**config.mk**
```make
export PLATFORM = sky130hd
export DESIGN_NAME = pll_reset_sequencer
export DESIGN_NICKNAME = d
export VERILOG_FILES = /design/src/rtl/pll_seq_pkg.sv /design/src/rtl/sync_2ff.sv /design/src/rtl/pll_reset_sequencer.sv
export SDC_FILE = /design/constraint.sdc
export NUM_CORES = 1
export LEC_CHECK = 0
export BUFFER_PORTS_ARGS = -buffer_cell sky130_fd_sc_hd__buf_4
export CORE_UTILIZATION = 45
export CTS_CLUSTER_DIAMETER = 60
export DETAILED_ROUTE_END_ITERATION = 10
export PLACE_DENSITY_LB_ADDON = 0.15
export SYNTH_ARGS = -nofsm -noshare
export SYNTH_HDL_FRONTEND = slang
export SYNTH_HIERARCHICAL = 1
export SYNTH_SLANG_ARGS = --single-unit
```
**constraint.sdc**
```tcl
create_clock -name clk -period 4.2 [get_ports clk]
set_input_delay 0.84 -clock clk [delete_from_list [all_inputs] [get_ports clk]]
set_output_delay 0.84 -clock clk [all_outputs]
set_load 0.005 [all_outputs]
```
**src/rtl/pll_seq_pkg.sv**
```systemverilog
// ============================================================================
// Module : pll_seq_pkg
// Brief  : State encodings and sizing helper for the PLL reset sequencer.
// Rev    : 1.0  initial release
// ============================================================================
`default_nettype none

package pll_seq_pkg;

  localparam int c_STATE_W = 3;

  typedef enum logic [c_STATE_W-1:0] {
    ST_HOLD      = 3'd0,
    ST_WAIT_LOCK = 3'd1,
    ST_STABLE    = 3'd2,
    ST_RELEASE   = 3'd3,
    ST_RUN       = 3'd4,
    ST_FAIL      = 3'd5
  } pll_state_t;

  function automatic int unsigned max_u(input int unsigned a, input int unsigned b);
    return (a > b) ? a : b;
  endfunction

endpackage

`default_nettype wire

```
**src/rtl/sync_2ff.sv**
```systemverilog
// ============================================================================
// Module : sync_2ff
// Brief  : Two-flop synchronizer with asynchronous active-low reset.
// Rev    : 1.0  initial release
// ============================================================================
`default_nettype none

module sync_2ff #(
  parameter bit RST_VAL = 1'b0
) (
  input  logic clk,
  input  logic rst_n,
  input  logic i_d,
  output logic o_q
);

  logic r_meta;
  logic r_sync;

  always_ff @(posedge clk or negedge rst_n) begin
    if (!rst_n) begin
      r_meta <= RST_VAL;
      r_sync <= RST_VAL;
    end else begin
      r_meta <= i_d;
      r_sync <= r_meta;
    end
  end

  assign o_q = r_sync;

endmodule

`default_nettype wire

```
**src/rtl/pll_reset_sequencer.sv**
```systemverilog
// ============================================================================
// Module : pll_reset_sequencer
// Brief  : Pulses PLL reset, qualifies lock, releases domain resets staggered.
//          Optional timeout/retry/FAIL behaviour under `PLLSEQ_TIMEOUT_EN.
// Rev    : 1.0  initial release
// ============================================================================
`default_nettype none

module pll_reset_sequencer
  import pll_seq_pkg::*;
#(
  parameter int RST_HOLD_CYCLES    = 64,
  parameter int LOCK_STABLE_CYCLES = 1024,
  parameter int NUM_DOMAINS        = 3,
  parameter int STAGGER_CYCLES     = 16,
  parameter int TIMEOUT_CYCLES     = 500000,
  parameter int MAX_RETRIES        = 3
) (
  input  logic                   clk,
  input  logic                   rst_n,
  input  logic                   i_pll_lock,
  input  logic                   i_restart,
  output logic                   o_pll_reset,
  output logic [NUM_DOMAINS-1:0] o_domain_rst_n,
  output logic                   o_ready,
  output logic                   o_lock_lost,
  output logic                   o_fail,
  output logic [2:0]             o_state
);

  localparam int unsigned c_REL_LAST = (NUM_DOMAINS - 1) * STAGGER_CYCLES;
`ifdef PLLSEQ_TIMEOUT_EN
  localparam int unsigned c_TO_TERM = TIMEOUT_CYCLES - 1;
  localparam int c_RTY_W = (MAX_RETRIES < 1) ? 1 : $clog2(MAX_RETRIES + 1);
`else
  localparam int unsigned c_TO_TERM = 0;
`endif
  localparam int unsigned c_CNT_MAX = max_u(max_u(RST_HOLD_CYCLES - 1, LOCK_STABLE_CYCLES - 1),
                                            max_u(c_REL_LAST, c_TO_TERM));
  localparam int c_CNT_W = (c_CNT_MAX < 1) ? 1 : $clog2(c_CNT_MAX + 1);

  localparam logic [c_CNT_W-1:0] c_HOLD_LAST   = c_CNT_W'(RST_HOLD_CYCLES - 1);
  localparam logic [c_CNT_W-1:0] c_STABLE_LAST = c_CNT_W'(LOCK_STABLE_CYCLES - 1);
  localparam logic [c_CNT_W-1:0] c_RELEASE_END = c_CNT_W'(c_REL_LAST);

  logic                   w_lock_s;
  pll_state_t             r_state;
  logic [c_CNT_W-1:0]     r_cnt;
  logic                   r_pll_reset;
  logic [NUM_DOMAINS-1:0] r_dom;
  logic                   r_ready;
  logic                   r_lock_lost;

  sync_2ff #(.RST_VAL(1'b0)) u_lock_sync (
    .clk   (clk),
    .rst_n (rst_n),
    .i_d   (i_pll_lock),
    .o_q   (w_lock_s)
  );

`ifdef PLLSEQ_TIMEOUT_EN
  localparam logic [c_CNT_W-1:0] c_TO_LAST = c_CNT_W'(c_TO_TERM);
  logic               r_fail;
  logic [c_RTY_W-1:0] r_retry;
  logic [c_RTY_W-1:0] w_retry_nxt;
  assign w_retry_nxt = r_retry + 1'b1;
  assign o_fail      = r_fail;
`else
  logic w_unused_cfg;
  assign w_unused_cfg = (TIMEOUT_CYCLES == 0) | (MAX_RETRIES == 0);
  assign o_fail       = 1'b0;
`endif

  always_ff @(posedge clk or negedge rst_n) begin
    if (!rst_n) begin
      r_state     <= ST_HOLD;
      r_cnt       <= '0;
      r_pll_reset <= 1'b1;
      r_dom       <= '0;
      r_ready     <= 1'b0;
      r_lock_lost <= 1'b0;
`ifdef PLLSEQ_TIMEOUT_EN
      r_fail      <= 1'b0;
      r_retry     <= '0;
`endif
    end else begin
      r_lock_lost <= 1'b0;
      // restart outranks every other event, including lock loss
      if (i_restart) begin
        r_state     <= ST_HOLD;
        r_cnt       <= '0;
        r_pll_reset <= 1'b1;
        r_dom       <= '0;
        r_ready     <= 1'b0;
`ifdef PLLSEQ_TIMEOUT_EN
        r_fail      <= 1'b0;
        r_retry     <= '0;
`endif
      end else begin
        case (r_state)
          ST_HOLD: begin
            if (r_cnt == c_HOLD_LAST) begin
              r_state     <= ST_WAIT_LOCK;
              r_cnt       <= '0;
              r_pll_reset <= 1'b0;
            end else begin
              r_cnt <= r_cnt + 1'b1;
            end
          end
          ST_WAIT_LOCK: begin
            if (w_lock_s) begin
              r_state <= ST_STABLE;
              r_cnt   <= '0;
            end
`ifdef PLLSEQ_TIMEOUT_EN
            else if (r_cnt == c_TO_LAST) begin
              r_retry     <= w_retry_nxt;
              r_cnt       <= '0;
              r_pll_reset <= 1'b1;
              if (w_retry_nxt < c_RTY_W'(MAX_RETRIES)) begin
                r_state <= ST_HOLD;
              end else begin
                r_state <= ST_FAIL;
                r_fail  <= 1'b1;
              end
            end else begin
              r_cnt <= r_cnt + 1'b1;
            end
`endif
          end
          ST_STABLE: begin
            if (!w_lock_s) begin
              r_state <= ST_WAIT_LOCK;
              r_cnt   <= '0;
            end else if (r_cnt == c_STABLE_LAST) begin
              r_state <= ST_RELEASE;
              r_cnt   <= '0;
            end else begin
              r_cnt <= r_cnt + 1'b1;
            end
          end
          ST_RELEASE: begin
            if (!w_lock_s) begin
              r_state     <= ST_HOLD;
              r_cnt       <= '0;
              r_pll_reset <= 1'b1;
              r_dom       <= '0;
            end else begin
              for (int i = 0; i < NUM_DOMAINS; i++) begin
                if (r_cnt == c_CNT_W'(i * STAGGER_CYCLES)) r_dom[i] <= 1'b1;
              end
              if (r_cnt == c_RELEASE_END) begin
                r_state <= ST_RUN;
                r_cnt   <= '0;
`ifdef PLLSEQ_TIMEOUT_EN
                r_retry <= '0;
`endif
              end else begin
                r_cnt <= r_cnt + 1'b1;
              end
            end
          end
          ST_RUN: begin
            if (!w_lock_s) begin
              r_state     <= ST_HOLD;
              r_cnt       <= '0;
              r_pll_reset <= 1'b1;
              r_dom       <= '0;
              r_ready     <= 1'b0;
              r_lock_lost <= 1'b1;
            end else begin
              r_ready <= 1'b1;
            end
          end
`ifdef PLLSEQ_TIMEOUT_EN
          ST_FAIL: begin
            r_pll_reset <= 1'b1;
          end
`endif
          default: begin
            r_state     <= ST_HOLD;
            r_cnt       <= '0;
            r_pll_reset <= 1'b1;
            r_dom       <= '0;
            r_ready     <= 1'b0;
          end
        endcase
      end
    end
  end

  assign o_pll_reset    = r_pll_reset;
  assign o_domain_rst_n = r_dom;
  assign o_ready        = r_ready;
  assign o_lock_lost    = r_lock_lost;
  assign o_state        = r_state;

endmodule

`default_nettype wire
```
==> results.py <==
metrics = {
    "sta": {
        "rsz0062_at_grt": "false",
        "setup_violations": 0,
        "period_needed_ns": 2.42,
        "finalCritPeriodShare_pct": 57.6,
        "hold_viol": 0,
        "fin_setup_tns_ns": 0,
        "fin_hold_ws_ns": 0.362,
        "worst_slew_pin_slew_ns": 0.891,
        "finalClockSkew_ns": 0.00700,
        "drv_slew": 0,
        "fmax_mhz": 413,
        "relSlewSlack_pct": 40.5,
    },
    "cts": {
        "clock_path_buffers": 2,
        "clock-sinks": 21,
        "clk_latency_ns": 0.31,
        "cts_root_buffer": "clkbuf_4",
        "post_cts_resized": 0,
        "cts_tree": "yes",
        "cts_setup_buffers": 0,
        "cts-hold-fix-buffers": 0,
        "clkTransAtPathRegs_ns": 0.12,
        "cts_made_buffers": 3,
        "htreeDepth": 1,
    },
    "place": {
        "placement.io_buffers": 12,
        "dp_hpwl_mm": 1.71,
        "finalWeightedCongestion": 0.839,
        "dp_cells": 165,
    },
    "detailed_routing": {
        "first_pass_iters": 4,
        "finalWirelength_mm": 2.45,
        "route.antenna.remaining_nets": 0,
        "wl_per_cell_um": 14.5,
        "drc": 0,
        "drt_iter0_markers": 28,
        "wirelength_met1_mm": 1.19,
        "vias": 1000,
        "routed-wl-met2_mm": 1.10,
        "top_layer": "met4",
        "route.met3.wl_um": 135,
        "vias_per_cell": 5.92,
    },
    "setup_path": {
        "cpMaxStageDelayCell": "a211oi_2",
        "path_max_fanout": 16,
        "ff2ff_path_depth": 5,
        "worst-setup-path-type": "reg -> reg",
        "cpPeakStageDelay_ns": 0.78,
        "path_cells": "or3b_1, a211oi_2, nor3_1, a21o_1, a32o_1",
        "critPathRequiredTime_ns": 4.41,
        "arrival_ns": 2.63,
        "crit_path_end_kind": "flip-flop",
        "start_kind": "flip-flop",
    },
    "hold_path": {
        "hold_depth": 0,
        "hold_class": "reg -> reg",
    },
    "layout": {
        "fin_nets": 146,
        "n_fill_cell": 229,
        "n_antenna_cell": 0,
        "fin_cells": 169,
        "area_growth_pct": 9.27,
        "drive_gt1_share_pct": 17.3,
    },
    "power_and_ir_drop": {
        "combPwrFrac_pct": 8.1,
        "p_seq_share_pct": 62.6,
        "finalPower_uw": 338,
        "power.internal_uw": 252,
        "p_leak_nw": 0.566,
        "pwr-share-clk_pct": 29.3,
        "power.net_switching_uw": 85.5,
        "peakVddDrop_mv": 0.213,
        "p_per_area_nw_per_um2": 255,
        "switching_share_pct": 25.3,
    },
    "synthesis": {
        "synth_nets": 137,
        "yosys_warnings": 6,
        "ys_top_cells_by_area": "dfrtp_1 (41%), o21ai_0 (3.7%), nand2_1 (3.7%)",
        "synth_edf_count": 0,
        "ys_ff_latch": 21,
        "synth_area_leader_cell": "dfrtp_1",
        "synth_cells": 131,
        "async_flop_share_pct": 100,
        "yosysTopAreaCellShare_pct": 41.2,
        "synth_seq_area_share_pct": 43.4,
        "synth.avg_cell_area_um2": 9.27,
        "syn_area_um2": 1210,
        "synth_cell_types": 44,
        "yosys_most_used_dff": "dfrtp_1",
    },
    "status": {
        "outcome": "complete, no violations",
    },
    "floorplan": {
        "chipHeight_um": 54.0,
        "rows": 18,
        "ios": 14,
        "dieArea_um2": 2910,
        "die_w_um": 54.0,
        "start_util_pct": 48.2,
        "core_area_um2": 2520,
    },
    "job": {
        "cap_violations": 0,
    },
    "grt": {
        "grt_max_degree": 22,
        "grt_pass1_vias": 928,
        "antenna_found_initial": 0,
        "track_usage_pct": 20.2,
        "overflow": 0,
        "grt_pass1_wl_mm": 4.21,
    },
}
power by group through the flow:
stage | Combinational (mW) | Clock [mW] | Sequential [mW]
floorplan | 0.0166 | 0 | 0.215
global placement | 0.0268 | 0 | 0.215
detailed placement | 0.0276 | 0 | 0.216
CTS | 0.0278 | 0.105 | 0.212
global route | 0.0313 | 0.113 | 0.213
finish | 0.0272 | 0.0991 | 0.212
final timing paths:
check	endpoint	slack, ns	startpoint
worst min-delay path	u_lock_sync/o_q$_DFF_PN0_	0.36	u_lock_sync/r_meta$_DFF_PN0_
worst max-delay path	r_cnt[8]$_DFFE_PN0P_	1.78	o_state[0]$_DFFE_PN0P_
max in group asynchronous	o_pll_reset$_DFFE_PN1P_	3.53	rst_n
min in group asynchronous	o_ready$_DFFE_PN0P_	0.39	rst_n
worst max register to register	r_cnt[8]$_DFFE_PN0P_	1.78	o_state[0]$_DFFE_PN0P_
worst min register to register	u_lock_sync/o_q$_DFF_PN0_	0.36	u_lock_sync/r_meta$_DFF_PN0_
sequential cells by signal, indices dropped and copies added, names as in the netlist:
signal	cells
o_lock_lost	1
o_ready	1
u_lock_sync/r_meta	1
u_lock_sync/o_q	1
o_state	3
o_domain_rst_n	3
r_cnt	10
o_pll_reset	1
cells in the final DEF (no fill, tap or decap), drive strengths merged, types with 2 or more instances in the layout:
cell and n:
nand4b 2, inv 8, a32o 2, nand2b 2, nor2 8, nor2b 2
a21oi 4, ha 2, nor4 3, or3 3, nor3 6, o311ai 2
nand3 5, nor3b 2, and3 2, o21ai 9, xnor2 2, nand4 4
buf 12, a31oi 5, a41o 2, clkbuf 3, nand2 13, dfrtp 20
worst max-delay path: cells and delay by family, from the launching register on:
family / cells / cell delay [ns]
AO/OA/AOI/OAI: 3 / 1.21
flip-flops: 1 / 0.61
AND/OR/NAND/NOR: 2 / 0.51
synth_stat cells (3+ instances only):
library cell,n
nand2_1,12
nand3_1,5
nor3_1,5
o21ai_0,9
clkbuf_1,5
nor2_1,8
inv_1,8
dfrtp_1,20
nand4_1,4
or3_1,3
a31oi_1,5
a21oi_1,4
cell type report:
class                      instances  area, um2  share of cell area (%)
clock buffer                       3       22.5                    1.70
clock inverter                     1       5.00                   0.377
inverter                           8       30.0                    2.26
multi-input combinational         94        616                    46.4
sequential                        21        527                    39.7
tap                               30       37.5                    2.83
timing repair buffer              12       90.1                    6.79
per-layer routing:
layer  vias up  track usage [%]
li1        499                -
met1       474             27.0
met2        25             31.3
met3         2             5.93
met4         0             5.70
met5         -                0
stage by stage:
stage	setup slack, ns	area, um2	util, %
floorplan	2.31	1210	-
global placement	1.88	1300	51.5
detailed placement	1.83	1300	51.5
CTS	1.79	1330	52.6
global route	1.63	1330	52.6
finish	1.78	1330	52.6
cell families (layout without fill, tap and decap cells):
| family | count (synthesis) | in the layout | share of synthesized area (%) |
|---|---|---|---|
| buf+inv | 16 | 24 | 5.97 |
| other cells | 1 | 1 | 0.309 |
| xor+xnor | 3 | 3 | 2.16 |
| fa+ha+maj | 2 | 2 | 2.06 |
| mux | 1 | 1 | 0.824 |
| flops | 21 | 21 | 43.4 |
| simple gates | 56 | 56 | 26.1 |
| compound gates | 31 | 31 | 19.3 |
(Power assumes the default switching activity.)
